File: src/rtl/if_id_pipe_reg.sv
// IF/ID pipeline register with a one-entry skid buffer.
// Ready towards fetch is decoded from registered state only.
module if_id_pipe_reg #(
    parameter int              XLEN     = 32,
    parameter logic [XLEN-1:0] NOP_INSN = 32'h00000013,
    parameter int              CNT_W    = 16
) (
    input  logic             clk,
    input  logic             rst,
    input  logic             in_valid,
    output logic             in_ready,
    input  logic [XLEN-1:0]  in_pc,
    input  logic [XLEN-1:0]  in_insn,
    input  logic             in_pred_taken,
    input  logic             in_fault,
    input  logic             flush,
    output logic             out_valid,
    input  logic             out_ready,
    output logic [XLEN-1:0]  out_pc,
    output logic [XLEN-1:0]  out_insn,
    output logic             out_pred_taken,
    output logic             out_fault,
    output logic [1:0]       occupancy,
    output logic [CNT_W-1:0] stall_cnt
);

    typedef enum logic [1:0] {
        S_EMPTY = 2'd0,
        S_ONE   = 2'd1,
        S_FULL  = 2'd2
    } state_t;

    typedef struct packed {
        logic [XLEN-1:0] pc;
        logic [XLEN-1:0] insn;
        logic            pred_taken;
        logic            fault;
    } entry_t;

    localparam entry_t EMPTY_ENTRY = '{pc: '0, insn: NOP_INSN, pred_taken: 1'b0, fault: 1'b0};

    function automatic [CNT_W-1:0] sat_inc(input logic [CNT_W-1:0] v);
        sat_inc = (&v) ? v : v + 1'b1;
    endfunction

    // A faulted fetch carries no usable instruction; decode sees a NOP.
    function automatic entry_t capture(input logic [XLEN-1:0] pc, input logic [XLEN-1:0] insn,
                                       input logic pred, input logic fault);
        capture.pc         = pc;
        capture.insn       = fault ? NOP_INSN : insn;
        capture.pred_taken = pred;
        capture.fault      = fault;
    endfunction

    state_t state, state_nxt;
    entry_t main_p1, skid_p1, in_entry;
    logic   main_vld_p1;
    logic   in_fire, out_fire;
    logic   ld_main_in, ld_main_skid, ld_skid_in, clr_all;

    assign in_ready  = (state != S_FULL);
    assign occupancy = state;
    assign in_fire   = in_valid & in_ready;
    assign out_fire  = main_vld_p1 & out_ready;
    assign in_entry  = capture(in_pc, in_insn, in_pred_taken, in_fault);

    always_comb begin
        state_nxt    = state;
        ld_main_in   = 1'b0;
        ld_main_skid = 1'b0;
        ld_skid_in   = 1'b0;
        clr_all      = 1'b0;
        if (flush) begin
            state_nxt = S_EMPTY;
            clr_all   = 1'b1;
        end else begin
            case (state)
                S_EMPTY: begin
                    if (in_fire) begin
                        state_nxt  = S_ONE;
                        ld_main_in = 1'b1;
                    end
                end
                S_ONE: begin
                    if (in_fire && out_fire) begin
                        ld_main_in = 1'b1;
                    end else if (in_fire) begin
                        state_nxt  = S_FULL;
                        ld_skid_in = 1'b1;
                    end else if (out_fire) begin
                        state_nxt = S_EMPTY;
                        clr_all   = 1'b1;
                    end
                end
                S_FULL: begin
                    if (out_fire) begin
                        state_nxt    = S_ONE;
                        ld_main_skid = 1'b1;
                    end
                end
                default: begin
                    state_nxt = S_EMPTY;
                    clr_all   = 1'b1;
                end
            endcase
        end
    end

    // stage p1: main/skid registers feeding decode
    always_ff @(posedge clk) begin
        if (rst) begin
            state       <= S_EMPTY;
            main_vld_p1 <= 1'b0;
            main_p1     <= EMPTY_ENTRY;
            skid_p1     <= EMPTY_ENTRY;
        end else begin
            state       <= state_nxt;
            main_vld_p1 <= (state_nxt != S_EMPTY);
            if (clr_all) begin
                main_p1 <= EMPTY_ENTRY;
                skid_p1 <= EMPTY_ENTRY;
            end else if (ld_main_in) begin
                main_p1 <= in_entry;
            end else if (ld_main_skid) begin
                main_p1 <= skid_p1;
                skid_p1 <= EMPTY_ENTRY;
            end else if (ld_skid_in) begin
                skid_p1 <= in_entry;
            end
        end
    end

    always_ff @(posedge clk) begin
        if (rst) begin
            stall_cnt <= '0;
        end else if (main_vld_p1 && !out_ready) begin
            stall_cnt <= sat_inc(stall_cnt);
        end
    end

    assign out_valid      = main_vld_p1;
    assign out_pc         = main_p1.pc;
    assign out_insn       = main_p1.insn;
    assign out_pred_taken = main_p1.pred_taken;
    assign out_fault      = main_p1.fault;

endmodule
File: config.mk
export PLATFORM = sky130hd
export DESIGN_NAME = if_id_pipe_reg
export DESIGN_NICKNAME = d
export VERILOG_FILES = /design/src/rtl/if_id_pipe_reg.sv
export SDC_FILE = /design/constraint.sdc
export NUM_CORES = 1
export LEC_CHECK = 0
export ABC_AREA = 0
export CAP_MARGIN = 10
export CORE_MARGIN = 4
export CORE_UTILIZATION = 50
export DETAILED_ROUTE_END_ITERATION = 12
export GPL_ROUTABILITY_DRIVEN = 0
export PLACE_DENSITY_LB_ADDON = 0.05
export SYNTH_ARGS = -nofsm -noshare
export SYNTH_HDL_FRONTEND = slang
export SYNTH_SLANG_ARGS = --single-unit
File: constraint.sdc
create_clock -name clk -period 2.1 [get_ports clk]
set_clock_uncertainty 0.05 [all_clocks]
set_input_delay 0.42 -clock clk [delete_from_list [all_inputs] [get_ports clk]]
set_output_delay 0.42 -clock clk [all_outputs]
set_load 0.01 [all_outputs]
# After elaboration in Yosys (flattened, before gate mapping)
# Index checks and enable logic that the tools add are counted.
[op_classes]
addsub = 1
mul = 0
div = 0
magnitude_cmp = 0
n_eq_ne = 3
n_shift = 0
mux = 26
bitwise = 4
n_reduce_logical = 12
[op_table]
columns = ["operator", "n"]
rows = [
  ["two-way mux 66 bit", 4],
  ["two-way mux 32 bit", 1],
  ["adder 16 x 1 -> 16 bit (second input constant)", 1],
  ["AND reduction 16 bit", 1],
  ["two-way mux 1 bit", 12],
  ["two-way mux 2 bit", 6],
  ["case mux 2 bit (3 select lines)", 1],
  ["nonzero test 2 bit", 3],
  ["case mux 1 bit (2 select lines)", 2],
  ["AND reduction 2 bit", 2],
  ["OR reduction 2 bit", 2],
  ["AND 1 bit", 2],
  ["== test 2 x 1 -> 1 bit (second input constant)", 1],
  ["== test 2 bit (second input constant)", 1],
  ["logical AND 1 bit", 2],
  ["logical NOT 2 bit", 1],
  ["inequality test 2 bit (second input constant)", 1],
  ["NOT 1 bit", 2],
  ["logical NOT 1 bit", 1],
]
[word_totals]
register_bits = 151
latch_bits = 0
ram_bits = 0
rom_bits = 0
in_bits = 71
out_inout_bits = 86
elab_cells = 57
mem_count = 0

# Logic depth before layout (Yosys ltp)
[logic_depth]
ltp_word = 8
depth_mapped = 8

# Least setup slack after synthesis
# No wires, ideal clock.
[synth_path]
path_kind = "reg-to-reg"
start = "reg state[0], in the netlist occupancy[0]"
end = "reg main_p1 (netlist bit out_fault)"
setup_time_ps = 146
t_arrival_ps = 1611
required_ps = 1904
path_slack_ps = 293
path_stages_with_launch = 9
period_less_slack_ps = 1807
cell_sequence = "dfxtp_1 > buf_2 > a21bo_4 > or3b_1 > buf_2 > buf_6 > buf_2 > nor2_1 > a211oi_2"
[synth_between]
elab_chain_len = 7
word_cells_on_any_way = 20
[synth_lines]
columns = ["element", "line", "source"]
rows = [
  ["start, declared", "55", "state_t state, state_nxt;"],
  ["start signal, assigned", "117", "state <= state_nxt;"],
  ["inequality test 2 bit", "61", "assign in_ready = (state != S_FULL);"],
  ["AND 1 bit", "63", "assign in_fire = in_valid & in_ready;"],
  ["two-way mux 1 bit or logical AND 1 bit (tied branches)", "87, 85", ""],
  ["two-way mux 1 bit", "85", "if (in_fire && out_fire) begin"],
  ["case mux 1 bit (2 select lines)", "77", "case (state)"],
  ["two-way mux 1 bit", "73", "if (flush) begin"],
  ["OR reduction 2 bit (no source line) (tied with other cells)", "n/a", ""],
  ["end signal, assigned", "123", "main_p1 <= in_entry;"],
  ["end signal, assigned", "125", "main_p1 <= skid_p1;"],
  ["end, declared", "56", "entry_t main_p1, skid_p1, in_entry;"],
]
# Parallel ways exist; a longest one is shown, timed or not.
# A chain may end at the register's enable or synchronous reset.

# Worst setup path in the final report
[layout_path]
start = "reg state[0], in the netlist occupancy[0]"
end = "out in_ready"
[layout_between]
elab_chain_len = 1
[layout_lines]
columns = ["element", "line", "source"]
rows = [
  ["inequality test 2 bit", "61", ""],
  ["end, declared", "11", "output logic in_ready,"],
]
# Every way passes these cells.

==> impl_metrics.toml <==
[timing]
relSlewSlack_pct = 72.5
finalSetupViolations = 0
hold_slack_ns = 0.424
timing_hold_violations_final = 0
maxSlewViolCount = 0
finalCritPeriodShare_pct = 96.4
fmax_ghz = 0.494
tightest_slew_ns = 0.410
fin_crit_ns = 2.02

[yosys]
yosys_warnings = 0
syn_area_per_cell_um2 = 10.7
syn_area_um2 = 6560
synth_area_leaders = "dfxtp_1 46%, a211oi_2 12%, mux2i_1 11%"
ys_seq_area_share_pct = 46.1
synth_edf_count = 0
synth_ff_type = "dfxtp_1"
synth-seq-cells = 151
syn_nets = 686
ys_async_sr_fraction_pct = 0
synth_top_area_share_pct = 46.1
postSynthCellCount = 614
synth_cell_type_count = 47
yosys.area.top_type = "dfxtp_1"

[global_route]
overflow = 0
grt_pass1_vias = 5408
antenna_found_initial = 0
grt_pass1_wl_um = 26600
grt_max_degree = 43
grt_usage_pct = 22.1

[place]
io_buffers = 156
placed_cell_area_um2 = 8450
dp_hpwl_um = 10900

[routing]
drc = 0
dr.pass1.iters = 4
routedWlPerCell_um = 16.9
initialDrtViolationCount = 339
antenna_left = 0
vias = 5363
wirelength_um = 16200
viasPerCell = 5.60

[setup_path]
cp-start-kind = "flop"
crit_chain = "nand2b_1 -> clkdlybuf4s50_1"
crit_family = "buffers and inverters"
slowest_stage = "clkdlybuf4s50_1"
cp_num_buf_inv = 1
crit_type = "reg2out"
cp.arrival_ns = 1.55
cp.required_ns = 1.63
critPathMaxStageDelay_ns = 0.55
crit_fanout = 10
cp-end-kind = "output port"

[clock_tree]
tritoncts = "built"
root_buffer = "clkbuf_16"
cts_buffer_depth = 2
cts_hold_buf = 0
cts_buffers = 17
clock-sinks = 151
h-tree-depth = 4
insertion_delay_ns = 0.41
cts.clk_slew.worst_paths_ns = 0.06

[die]
die_w_um = 123
core_region_area_um2 = 12700
start_util_pct = 51.6
rows = 41
die_area_um2 = 15000
io_pins = 157
die_height_um = 123

[outcome]
status = "complete, no violations"

[cells_and_area]
area_delta_synth_final_pct = 38.4
fin_nets = 845
fillerInstances = 1000
mostFrequentLayoutCells = "156 x clkdlybuf4s50_1, 150 x dfxtp_1, 79 x nor2_1"
layout_commonest_cell = "clkdlybuf4s50_1"
finish.instance_area_um2 = 9080
layout-drive-gt1-share_pct = 18.2
n_antenna_cell = 0

[power_and_ir_drop]
vdd_drop_max_mv = 0.569
power_density_nw_per_um2 = 773
leakagePower_nw = 3.15

[hold_path]
hp-class = "reg2reg"

[job]
drv_cap = 0
final timing paths:
| check | to | start | slack (ns) | depth (start not counted) |
|---|---|---|---|---|
| max | in_ready | occupancy[0]$_SDFF_PP0_ | 0.08 | 2 |
| min | skid_p1[0]$_SDFFE_PP0P_ | skid_p1[0]$_SDFFE_PP0P_ | 0.42 | 1 |
| max reg2reg | stall_cnt[7]$_SDFFE_PP0P_ | stall_cnt[0]$_SDFFE_PP0P_ | 0.13 | 6 |
| min reg2reg | skid_p1[0]$_SDFFE_PP0P_ | skid_p1[0]$_SDFFE_PP0P_ | 0.42 | 1 |
worst register-to-register path: stages, from the launching register on:
cell and delay [ns]:
dfxtp_1 0.41, ha_1 0.24, nand4_1 0.19, nor4_2 0.40
buf_4 0.23, nor4_1 0.07, mux2_2 0.28
metal layers:
metal / GRT usage (%) / share of wire, %
met1: 27.0 / 43
met2: 37.9 / 49
met3: 6.50 / 6.5
met4: 6.58 / 0.97
met5: 0 / 0
registers in the layout, summed over array words and instances (netlist names):
signal,cells
stall_cnt,16
out_pc,32
occupancy,2
out_insn,32
out_fault,1
skid_p1,66
out_valid,1
out_pred_taken,1
where the power goes:
group | total (W) | switching, W | internal, W
Sequential | 0.00302 | 0.0000594 | 0.00297
Combinational | 0.000873 | 0.000411 | 0.000462
Clock | 0.00312 | 0.00111 | 0.00201
stage by stage:
step | power, W | setup TNS, ns | cells | setup WS, ns | utilization, %
finish | 0.00702 | 0 | 957 | 0.0759 | 71.4
detailed placement | 0.00397 | -17.60 | 926 | -0.197 | 66.4
floorplan | 0.00352 | 0 | 614 | 0.293 | -
global placement | 0.00394 | -13.49 | 926 | -0.159 | 66.4
CTS | 0.00711 | 0 | 957 | 0.0400 | 71.3
global route | 0.00729 | -0.0336 | 957 | -0.0126 | 71.4
cell usage after synthesis (2+ instances only):
master / instances
a22o_1: 63
nand2_1: 6
or3_1: 5
nand2b_1: 6
a31oi_1: 3
buf_4: 3
mux2_2: 5
a211oi_2: 63
clkbuf_1: 20
and3_1: 4
a21oi_1: 9
o21ai_0: 6
clkbuf_4: 2
nand3_1: 6
buf_6: 9
dfxtp_1: 151
nand4_1: 6
mux2i_1: 70
inv_1: 2
nor2_1: 79
or4_1: 3
nor4_1: 5
nor2b_1: 35
o31ai_1: 6
or2_2: 2
buf_2: 17
nor3_1: 8
cell type report:
class | instances | area [um^2] | share of cell area (%)
Tap cell | 172 | 215 | 2.37
Inverter | 2 | 7.51 | 0.0827
Timing Repair Buffer | 191 | 1950 | 21.5
Sequential cell | 151 | 3030 | 33.3
Multi-Input combinational cell | 410 | 3260 | 35.9
Clock buffer | 23 | 498 | 5.49
Clock inverter | 8 | 119 | 1.31
cell families after synthesis:
logic type / share of synthesized area [%]
muxes: 11.5
AOI/OAI and AO/OA: 24.0
xor gates and xnor gates: 0.134
adders and majority gates: 0.191
DFF: 46.1
and+or+nand+nor: 13.4
buffers and inverters: 4.67
timing repair:
action,in CTS,in global routing
buffers inserted,0,0
endpoints found under the setup margin,1,4
gates cloned,0,0
resized for setup,2,1
Note: power is estimated with default switching activity, not from simulation.
